--- src/rtl/imem_loader_pkg.sv ---
// -----------------------------------------------------------------------------
// imem_loader_pkg
//   Shared definitions for the instruction-memory boot loader:
//   - state_e      : loader frame-parsing states
//   - ERR_*        : values reported on ErrCode
//   - DEFAULT_MAGIC: default frame start byte
//   - word_addr()  : word index to word-aligned byte address
// -----------------------------------------------------------------------------
package imem_loader_pkg;

    typedef enum logic [2:0] {
        IDLE,
        LEN_LO,
        LEN_HI,
        DATA,
        CSUM,
        DONE,
        ERR
    } state_e;

    localparam logic [1:0] ERR_NONE = 2'd0;
    localparam logic [1:0] ERR_LEN  = 2'd1;
    localparam logic [1:0] ERR_CSUM = 2'd2;

    localparam logic [7:0] DEFAULT_MAGIC = 8'hA5;

    // Byte address of a 32-bit word: {index, 2'b00}, zero-extended.
    function automatic logic [31:0] word_addr(input logic [15:0] idx);
        return {14'b0, idx, 2'b00};
    endfunction

endpackage

--- src/rtl/imem_word_packer.sv ---
// -----------------------------------------------------------------------------
// imem_word_packer
//   Assembles little-endian 32-bit words from a byte stream.
//   Ports:
//     clk, rst_n    : clock, asynchronous active-low reset
//     clear_i       : restart; drops any partially assembled word
//     valid_i       : byte_i is a payload byte to shift in this cycle
//     byte_i[7:0]   : payload byte
//     word_o[31:0]  : assembled word, valid while word_ready_o is high
//     word_ready_o  : high in the cycle the 4th byte of a word is presented
// -----------------------------------------------------------------------------
module imem_word_packer (
    input  logic        clk,
    input  logic        rst_n,
    input  logic        clear_i,
    input  logic        valid_i,
    input  logic [7:0]  byte_i,
    output logic [31:0] word_o,
    output logic        word_ready_o
);

    logic [1:0]  cnt_q,   cnt_d;
    logic [23:0] shift_q, shift_d;

    // Only the first three bytes are stored; the fourth is taken straight
    // from the input so the word is complete in the cycle it arrives.
    assign word_o       = {byte_i, shift_q};
    assign word_ready_o = valid_i && (cnt_q == 2'd3);

    always_comb begin
        cnt_d   = cnt_q;
        shift_d = shift_q;
        if (clear_i) begin
            cnt_d   = '0;
            shift_d = '0;
        end else if (valid_i) begin
            cnt_d   = cnt_q + 2'd1;
            shift_d = {byte_i, shift_q[23:8]};
        end
    end

    always_ff @(posedge clk or negedge rst_n) begin
        if (!rst_n) begin
            cnt_q   <= '0;
            shift_q <= '0;
        end else begin
            cnt_q   <= cnt_d;
            shift_q <= shift_d;
        end
    end

endmodule

--- src/rtl/imem_loader.sv ---
// -----------------------------------------------------------------------------
// imem_loader
//   Boot-time instruction memory writer. Parses frames
//     MAGIC, LEN_LO, LEN_HI, 4*N payload bytes (LSB first per word), CSUM
//   writes each word at consecutive word-aligned addresses and keeps the CPU
//   held until a frame has been fully written and its checksum verified.
//   Parameters:
//     DEPTH_WORDS   : instruction memory capacity in words
//     MAGIC         : frame start byte
//   Ports:
//     clk, rst_n    : clock, asynchronous active-low reset
//     ByteIn/Valid  : input byte stream
//     ByteReady     : always 1 once out of reset (no back-pressure)
//     WrEn/Addr/Data: registered one-cycle write to instruction memory
//     CpuHold       : holds the core in reset unless a load has completed
//     Done/Error    : last frame verified / rejected
//     ErrCode       : ERR_NONE, ERR_LEN or ERR_CSUM
// -----------------------------------------------------------------------------
module imem_loader
    import imem_loader_pkg::*;
#(
    parameter int unsigned DEPTH_WORDS = 1024,
    parameter logic [7:0]  MAGIC       = DEFAULT_MAGIC
) (
    input  logic        clk,
    input  logic        rst_n,
    input  logic [7:0]  ByteIn,
    input  logic        ByteValid,
    output logic        ByteReady,
    output logic        WrEn,
    output logic [31:0] WrAddr,
    output logic [31:0] WrData,
    output logic        CpuHold,
    output logic        Done,
    output logic        Error,
    output logic [1:0]  ErrCode
);

    state_e      state_q,   state_d;
    logic [15:0] len_q,     len_d;
    logic [15:0] widx_q,    widx_d;
    logic [7:0]  csum_q,    csum_d;
    logic        wr_en_q,   wr_en_d;
    logic [31:0] wr_addr_q, wr_addr_d;
    logic [31:0] wr_data_q, wr_data_d;
    logic [1:0]  code_q,    code_d;
    logic        ready_q;

    logic        accept;
    logic        restart;
    logic [15:0] len_full;
    logic [31:0] word;
    logic        word_ready;

    assign accept   = ByteValid && ready_q;
    assign len_full = {ByteIn, len_q[7:0]};

    imem_word_packer u_packer (
        .clk          (clk),
        .rst_n        (rst_n),
        .clear_i      (restart),
        .valid_i      (accept && (state_q == DATA)),
        .byte_i       (ByteIn),
        .word_o       (word),
        .word_ready_o (word_ready)
    );

    always_comb begin
        state_d   = state_q;
        len_d     = len_q;
        widx_d    = widx_q;
        csum_d    = csum_q;
        wr_en_d   = 1'b0;
        wr_addr_d = wr_addr_q;
        wr_data_d = wr_data_q;
        code_d    = code_q;
        restart   = 1'b0;

        if (accept) begin
            unique case (state_q)
                IDLE, DONE, ERR: begin
                    // Counters are cleared as MAGIC is taken, so LEN_LO is
                    // always entered with a clean word index and checksum.
                    if (ByteIn == MAGIC) begin
                        state_d = LEN_LO;
                        widx_d  = '0;
                        csum_d  = '0;
                        code_d  = ERR_NONE;
                        restart = 1'b1;
                    end
                end
                LEN_LO: begin
                    len_d   = {8'h00, ByteIn};
                    state_d = LEN_HI;
                end
                LEN_HI: begin
                    len_d = len_full;
                    if (32'(len_full) > DEPTH_WORDS) begin
                        state_d = ERR;
                        code_d  = ERR_LEN;
                    end else if (len_full == 16'd0) begin
                        state_d = CSUM;
                    end else begin
                        state_d = DATA;
                    end
                end
                DATA: begin
                    csum_d = csum_q + ByteIn;
                    if (word_ready) begin
                        wr_en_d   = 1'b1;
                        wr_addr_d = word_addr(widx_q);
                        wr_data_d = word;
                        widx_d    = widx_q + 16'd1;
                        if (widx_d == len_q) begin
                            state_d = CSUM;
                        end
                    end
                end
                CSUM: begin
                    if (ByteIn == csum_q) begin
                        state_d = DONE;
                    end else begin
                        state_d = ERR;
                        code_d  = ERR_CSUM;
                    end
                end
                default: state_d = IDLE;
            endcase
        end
    end

    always_ff @(posedge clk or negedge rst_n) begin
        if (!rst_n) begin
            state_q   <= IDLE;
            len_q     <= '0;
            widx_q    <= '0;
            csum_q    <= '0;
            wr_en_q   <= 1'b0;
            wr_addr_q <= '0;
            wr_data_q <= '0;
            code_q    <= ERR_NONE;
            ready_q   <= 1'b0;
        end else begin
            state_q   <= state_d;
            len_q     <= len_d;
            widx_q    <= widx_d;
            csum_q    <= csum_d;
            wr_en_q   <= wr_en_d;
            wr_addr_q <= wr_addr_d;
            wr_data_q <= wr_data_d;
            code_q    <= code_d;
            ready_q   <= 1'b1;
        end
    end

    // Status flags decode the registered state, so CpuHold falls exactly
    // when Done rises and both revert the cycle after a restarting MAGIC.
    assign ByteReady = ready_q;
    assign WrEn      = wr_en_q;
    assign WrAddr    = wr_addr_q;
    assign WrData    = wr_data_q;
    assign Done      = (state_q == DONE);
    assign Error     = (state_q == ERR);
    assign CpuHold   = (state_q != DONE);
    assign ErrCode   = code_q;

endmodule

--- config.mk ---
export PLATFORM = sky130hd
export DESIGN_NAME = imem_loader
export DESIGN_NICKNAME = d
export VERILOG_FILES = /design/src/rtl/imem_loader_pkg.sv /design/src/rtl/imem_word_packer.sv /design/src/rtl/imem_loader.sv
export SDC_FILE = /design/constraint.sdc
export NUM_CORES = 1
export LEC_CHECK = 0
export CORE_MARGIN = 2
export CORE_UTILIZATION = 50
export DETAILED_ROUTE_END_ITERATION = 8
export GPL_ROUTABILITY_DRIVEN = 0
export HOLD_SLACK_MARGIN = 0.03
export PLACE_DENSITY = 0.79
export SLEW_MARGIN = 20
export SYNTH_ARGS = -nofsm -noshare
export SYNTH_HDL_FRONTEND = slang
export SYNTH_SLANG_ARGS = --single-unit
--- constraint.sdc ---
create_clock -name clk -period 2.2 [get_ports clk]
set_clock_uncertainty 0.15 [all_clocks]
set_input_delay 0.22 -clock clk [delete_from_list [all_inputs] [get_ports clk]]
set_output_delay 0.22 -clock clk [all_outputs]
set_load 0.005 [all_outputs]
* Word-level counts from Yosys, hierarchy flattened
Cells that the tools add are included.
** Cells by class
- $add $sub $neg :: 3
- Magnitude comparators :: 1
- Eq/ne operators :: 16
- Multiplexer cells :: 27
- Bitwise operators :: 1
- Reduce and logical (&&, ||, !) cells :: 17
** Operators with widths (number)
- one-hot mux 16 bit (2 select lines) :: 2
- two-way mux 24 bit :: 2
- two-way mux 16 bit :: 2
- adder 16 x 1 -> 16 bit (second input constant) :: 1
- equality test 16 bit :: 1
- > comparator 16 x 11 -> 1 bit (second input constant) :: 1
- logical NOT 16 bit :: 1
- one-hot mux 8 bit (2 select lines) :: 1
- two-way mux 3 bit :: 5
- one-hot mux 3 bit (5 select lines) :: 1
- two-way mux 2 bit :: 6
- equality test 3 bit (second input constant) :: 3
- AND reduction 3 bit :: 3
- adder 8 bit :: 1
- equality test 8 bit :: 1
- equality test 8 bit (second input constant) :: 1
- two-way mux 8 bit :: 1
- AND reduction 4 bit :: 2
- equality test 3 x 2 -> 1 bit (second input constant) :: 2
- two-way mux 1 bit :: 6
- inequality test 2 bit (second input constant) :: 3
- one-hot mux 2 bit (3 select lines) :: 1
- nonzero test 2 bit :: 3
- AND reduction 5 bit :: 1
- other kinds (11) :: 14
** Storage, ports and cells
- Register bits after elaboration :: 121
- Bits of input ports :: 11
- Output and inout port bits :: 71
- Word-level logic and storage cells :: 77

* Depth between registers and ports, before layout
- Depth in word-level cells :: 6
- Gate-level depth with buffers :: 9
- Gate-level depth less buffers :: 8

* By module
Synthesis repeated with hierarchy kept, for this count alone.
** Unflattened totals
- Cells, all modules :: 630
- Area, all modules :: 6165.9 um2
** By module, submodules not included
- imem_loader :: times used 1, cells an instance 536, area an instance 5012.3 um2, seq. area each 2377.3 um2
- imem_word_packer :: times used 1, cells an instance 94, area an instance 1153.6 um2, seq. area each 650.6 um2

* Worst setup path after synthesis
No wires, ideal clock.
- Kind :: flip-flop to flip-flop
- Start point :: reg widx_q[0]
- End point :: reg state_q[1]
- Setup time :: 0.124 ns
- Arrival time :: 2.089 ns
- Data required time :: 1.926 ns
- Slack :: -0.163 ns
- Stages on the path, launching flop included :: 8
- Buffers on the path :: 0
- Period minus slack after synthesis :: 2.363 ns
- Cells stage by stage :: dfrtp_1 -> ha_1 -> nand3_1 -> nor3_1 -> or3_1 -> a2111oi_4 -> and4bb_1 -> o31ai_1
** Between the ends
- Word-level cells in the longest chain between the ends :: 4
** RTL lines
- from (decl) :: line imem_loader.sv:41 : logic [15:0] widx_q, widx_d;
- from (signal assigned) :: line imem_loader.sv:146 : widx_q <= widx_d;
- adder 16 x 1 -> 16 bit :: line imem_loader.sv:113 : widx_d = widx_q + 16'd1;
- equality test 16 bit :: line imem_loader.sv:114 : if (widx_d == len_q) begin
- inequality test 2 x 1 -> 1 bit (no line)
- AND reduction 4 bit (no line)
- to (signal assigned) :: line imem_loader.sv:144 : state_q <= state_d;
- to (decl) :: line imem_loader.sv:39 : state_e state_q, state_d;
No other way between the ends.
A chain may end at the register's enable or synchronous reset.

* Worst setup path in the final report
- Start point :: reg widx_q[1]
- End point :: reg state_q[2]
Same word-level chain as after synthesis.

==> qor.txt <==
status: finished, violations left
violated checks: setup timing
final worst setup slack: -0.0460 ns
slowest cell on the critical path: dfrtp_1
area of the multi-input gates: 2840 um2
Total Wirelength: 15300 um
crit path max fanout: 5
R2R depth: 8
fin crit share: 1.02
Worst EP required: 2.40 ns
most common cell after layout, fill and taps aside: nand2_1
Slew Viols, Final: 0
die width: 114 um
ys flop type: dfrtp_1
core area: 11900 um2
Yosys top cell area share: 0.501
largest net degree at the start of global routing: 52
H-tree depth: 4
leading area contributor after synthesis: dfrtp_1
vias in the first global route: 5127
# nets final: 816
antenna violations before repair: 0
CTS tree: built
Rel. slew slack: 0.631
most used cell along the critical path: buf_4
DR WL/cell: 16.1 um
R2R Setup Slk: -0.05 ns
critical path's largest stage delay: 0.40 ns
starting density of the core: 0.508
Via-to-Cell Ratio: 5.48
Die H: 114 um
number of flops mapped to enable cells by yosys: 0
clk_lat worst skew: 0.42 ns
Reg power frac: 0.386
WP depth: 8
CTS Root Cell: clkbuf_16
Ys Warns: 0
Post-route DRC: 0
clk buf depth: 2
Critical Path Source Type: register
first-pass GRT wire length: 25000 um
critical path, cell by cell: buf_4 > buf_4 > and3_2 > buf_4 > nor4_2 > a211oi_2 > and4bb_2 > o31a_1
Yosys reg bits: 121
Cell Area, Synth: 6050 um2
# port buffers: 65
Combinational Power Share: 0.261
TritonCTS Buffers: 17
Area Overhead vs Synth: 30.8%
clk sinks: 121
Max Freq: 0.445 GHz
minimum clock period: 2.25 ns
DR pass1 iterations: 6
async set-reset flop share out of synthesis: 1.00
total of max-cap violations: 0
vias: 5218
Sw Pwr: 2.18 mW
RR Endpoint: state_q[2]$_DFFE_PN0P_
commonest non-fill, non-tap cells in the layout: nand2_1, dfrtp_1, buf_4, clkdlybuf4s50_1, o21ai_0
worst ir drop on vdd: 0.668 mV
Power Dens Cells: 920 nW/um2
Netlist cell types: 63
register area: 3030 um2
post-synthesis sequential area ratio: 0.501
all-layer global routing usage: 0.245
LEAKAGE: 3.81 nW
Initial DRC Count: 505
I/O Pins: 82
final antenna diode count: 0
delay-heaviest family, CP: simple AND/OR/NAND/NOR gates
final-layout fill cell count: 915
final setup fails: 3
RSZ-0062 raised after global routing: true
Least-Margin Pin Slew: 0.554 ns
Antenna Nets Post-Route: 0
FF-to-FF Start: widx_q[1]$_DFFE_PN0P_
layout cells sized above 1: 0.181
Remaining Overflow, GRT: 0
Mapped Cells: 674
crit path buf inv count: 3
clock-pin transition on the worst setup and hold timing paths: 0.06 ns
synthesized area per cell: 8.98 um2
endpoints failing hold: 0
die area: 13000 um2
Arr. time, crit path: 2.45 ns
Area contributors post-synth: dfrtp_1, nand2_1, o21ai_0, a21oi_1, buf_4
HP Class: in -> async
Int Pwr: 5.10 mW
Setup CP Type: reg -> reg
hold_ws: 0.189 ns
switch share: 0.300
clock share of power: 0.353
Setup crit end kind: register
Site Rows: 40
hpwl dp: 10500 um
dpl ws: -0.423 ns
## repair_timing
item,in CTS,in global routing
setup endpoints to repair,23,28
hold buffers,1,0
endpoints found under the hold margin,37,0
buffers inserted,2,4
pin swaps,6,7
resized for setup,11,24
## cell usage after synthesis (all sizes together), types with 5 or more instances
cell type,number
dfrtp,121
nor2b,5
nor3,6
nand3,10
inv,10
a31oi,6
clkbuf,25
nand4,7
buf,31
o22ai,6
a22o,8
xnor2,15
xor2,11
nor2,23
o21ai,41
o31ai,10
nand2b,6
nor4,8
a21oi,35
ha,9
nand2,233
## through the flow
stage               TNS [ns]  power [mW]  instances  instance area (um2)  utilization
global route          -0.140        7.62        952                 7910        0.664
CTS                        0        7.15        948                 7790        0.654
global placement       -7.93        4.45        916                 7180        0.603
detailed placement     -9.46        4.55        916                 7180        0.603
floorplan                  0        3.89        689                 6130            -
finish                -0.108        7.28        952                 7910        0.664
## final cells by class
| cell class | instances | share of cell area |
|---|---|---|
| sequential | 121 | 0.384 |
| multi-input combinational | 502 | 0.358 |
| timing repair buffer | 143 | 0.161 |
| clock buffer | 22 | 0.0599 |
| tap | 147 | 0.0233 |
| clock inverter | 7 | 0.00902 |
| inverter | 10 | 0.00475 |
## routing by layer
layer,share of wire,vias up,track usage
li1,-,2473,-
met1,0.43,2550,0.313
met2,0.50,162,0.405
met3,0.044,33,0.0526
met4,0.024,0,0.104
met5,0,-,0
## power by group through the flow
stage | clock network, mW | registers [mW] | logic [mW]
global placement | 0 | 2.82 | 1.63
global route | 2.70 | 2.84 | 2.08
floorplan | 0 | 2.75 | 1.14
CTS | 2.59 | 2.79 | 1.77
detailed placement | 0 | 2.83 | 1.72
finish | 2.57 | 2.81 | 1.90
## cells by family (layout without fill, tap and decap cells)
| family | Yosys count | after routing | share of synthesized area |
|---|---|---|---|
| simple gates | 321 | 321 | 0.237 |
| compound gates | 124 | 124 | 0.131 |
| flops | 121 | 121 | 0.501 |
| buf+inv | 66 | 182 | 0.0635 |
| xor+xnor | 26 | 26 | 0.0376 |
| fa+ha+maj | 10 | 10 | 0.0219 |
| mux | 4 | 4 | 0.00703 |
| other cells | 2 | 17 | 0.00124 |
## registers in the layout, indices dropped and copies added (netlist names)
register and flops:
len_q 16, csum_q 8, ByteReady 1, u_packer.shift_q 24, WrEn 1, ErrCode 2
state_q 3, WrData 32, u_packer.cnt_q 2, widx_q 16, WrAddr 16
## worst max path at each step
| stage | from | endpoint |
|---|---|---|
| 2_1_floorplan | widx_q[0]$_DFFE_PN0P_ | state_q[1]$_DFFE_PN0P_ |
| 5_1_grt | widx_q[0]$_DFFE_PN0P_ | state_q[2]$_DFFE_PN0P_ |
| 3_5_place_dp | ByteIn[1] | widx_q[10]$_DFFE_PN0P_ |
| 4_1_cts | widx_q[1]$_DFFE_PN0P_ | state_q[2]$_DFFE_PN0P_ |
| 6_report | widx_q[1]$_DFFE_PN0P_ | state_q[2]$_DFFE_PN0P_ |
| 3_3_place_gp | ByteIn[1] | widx_q[12]$_DFFE_PN0P_ |
(Power assumes the default switching activity.)
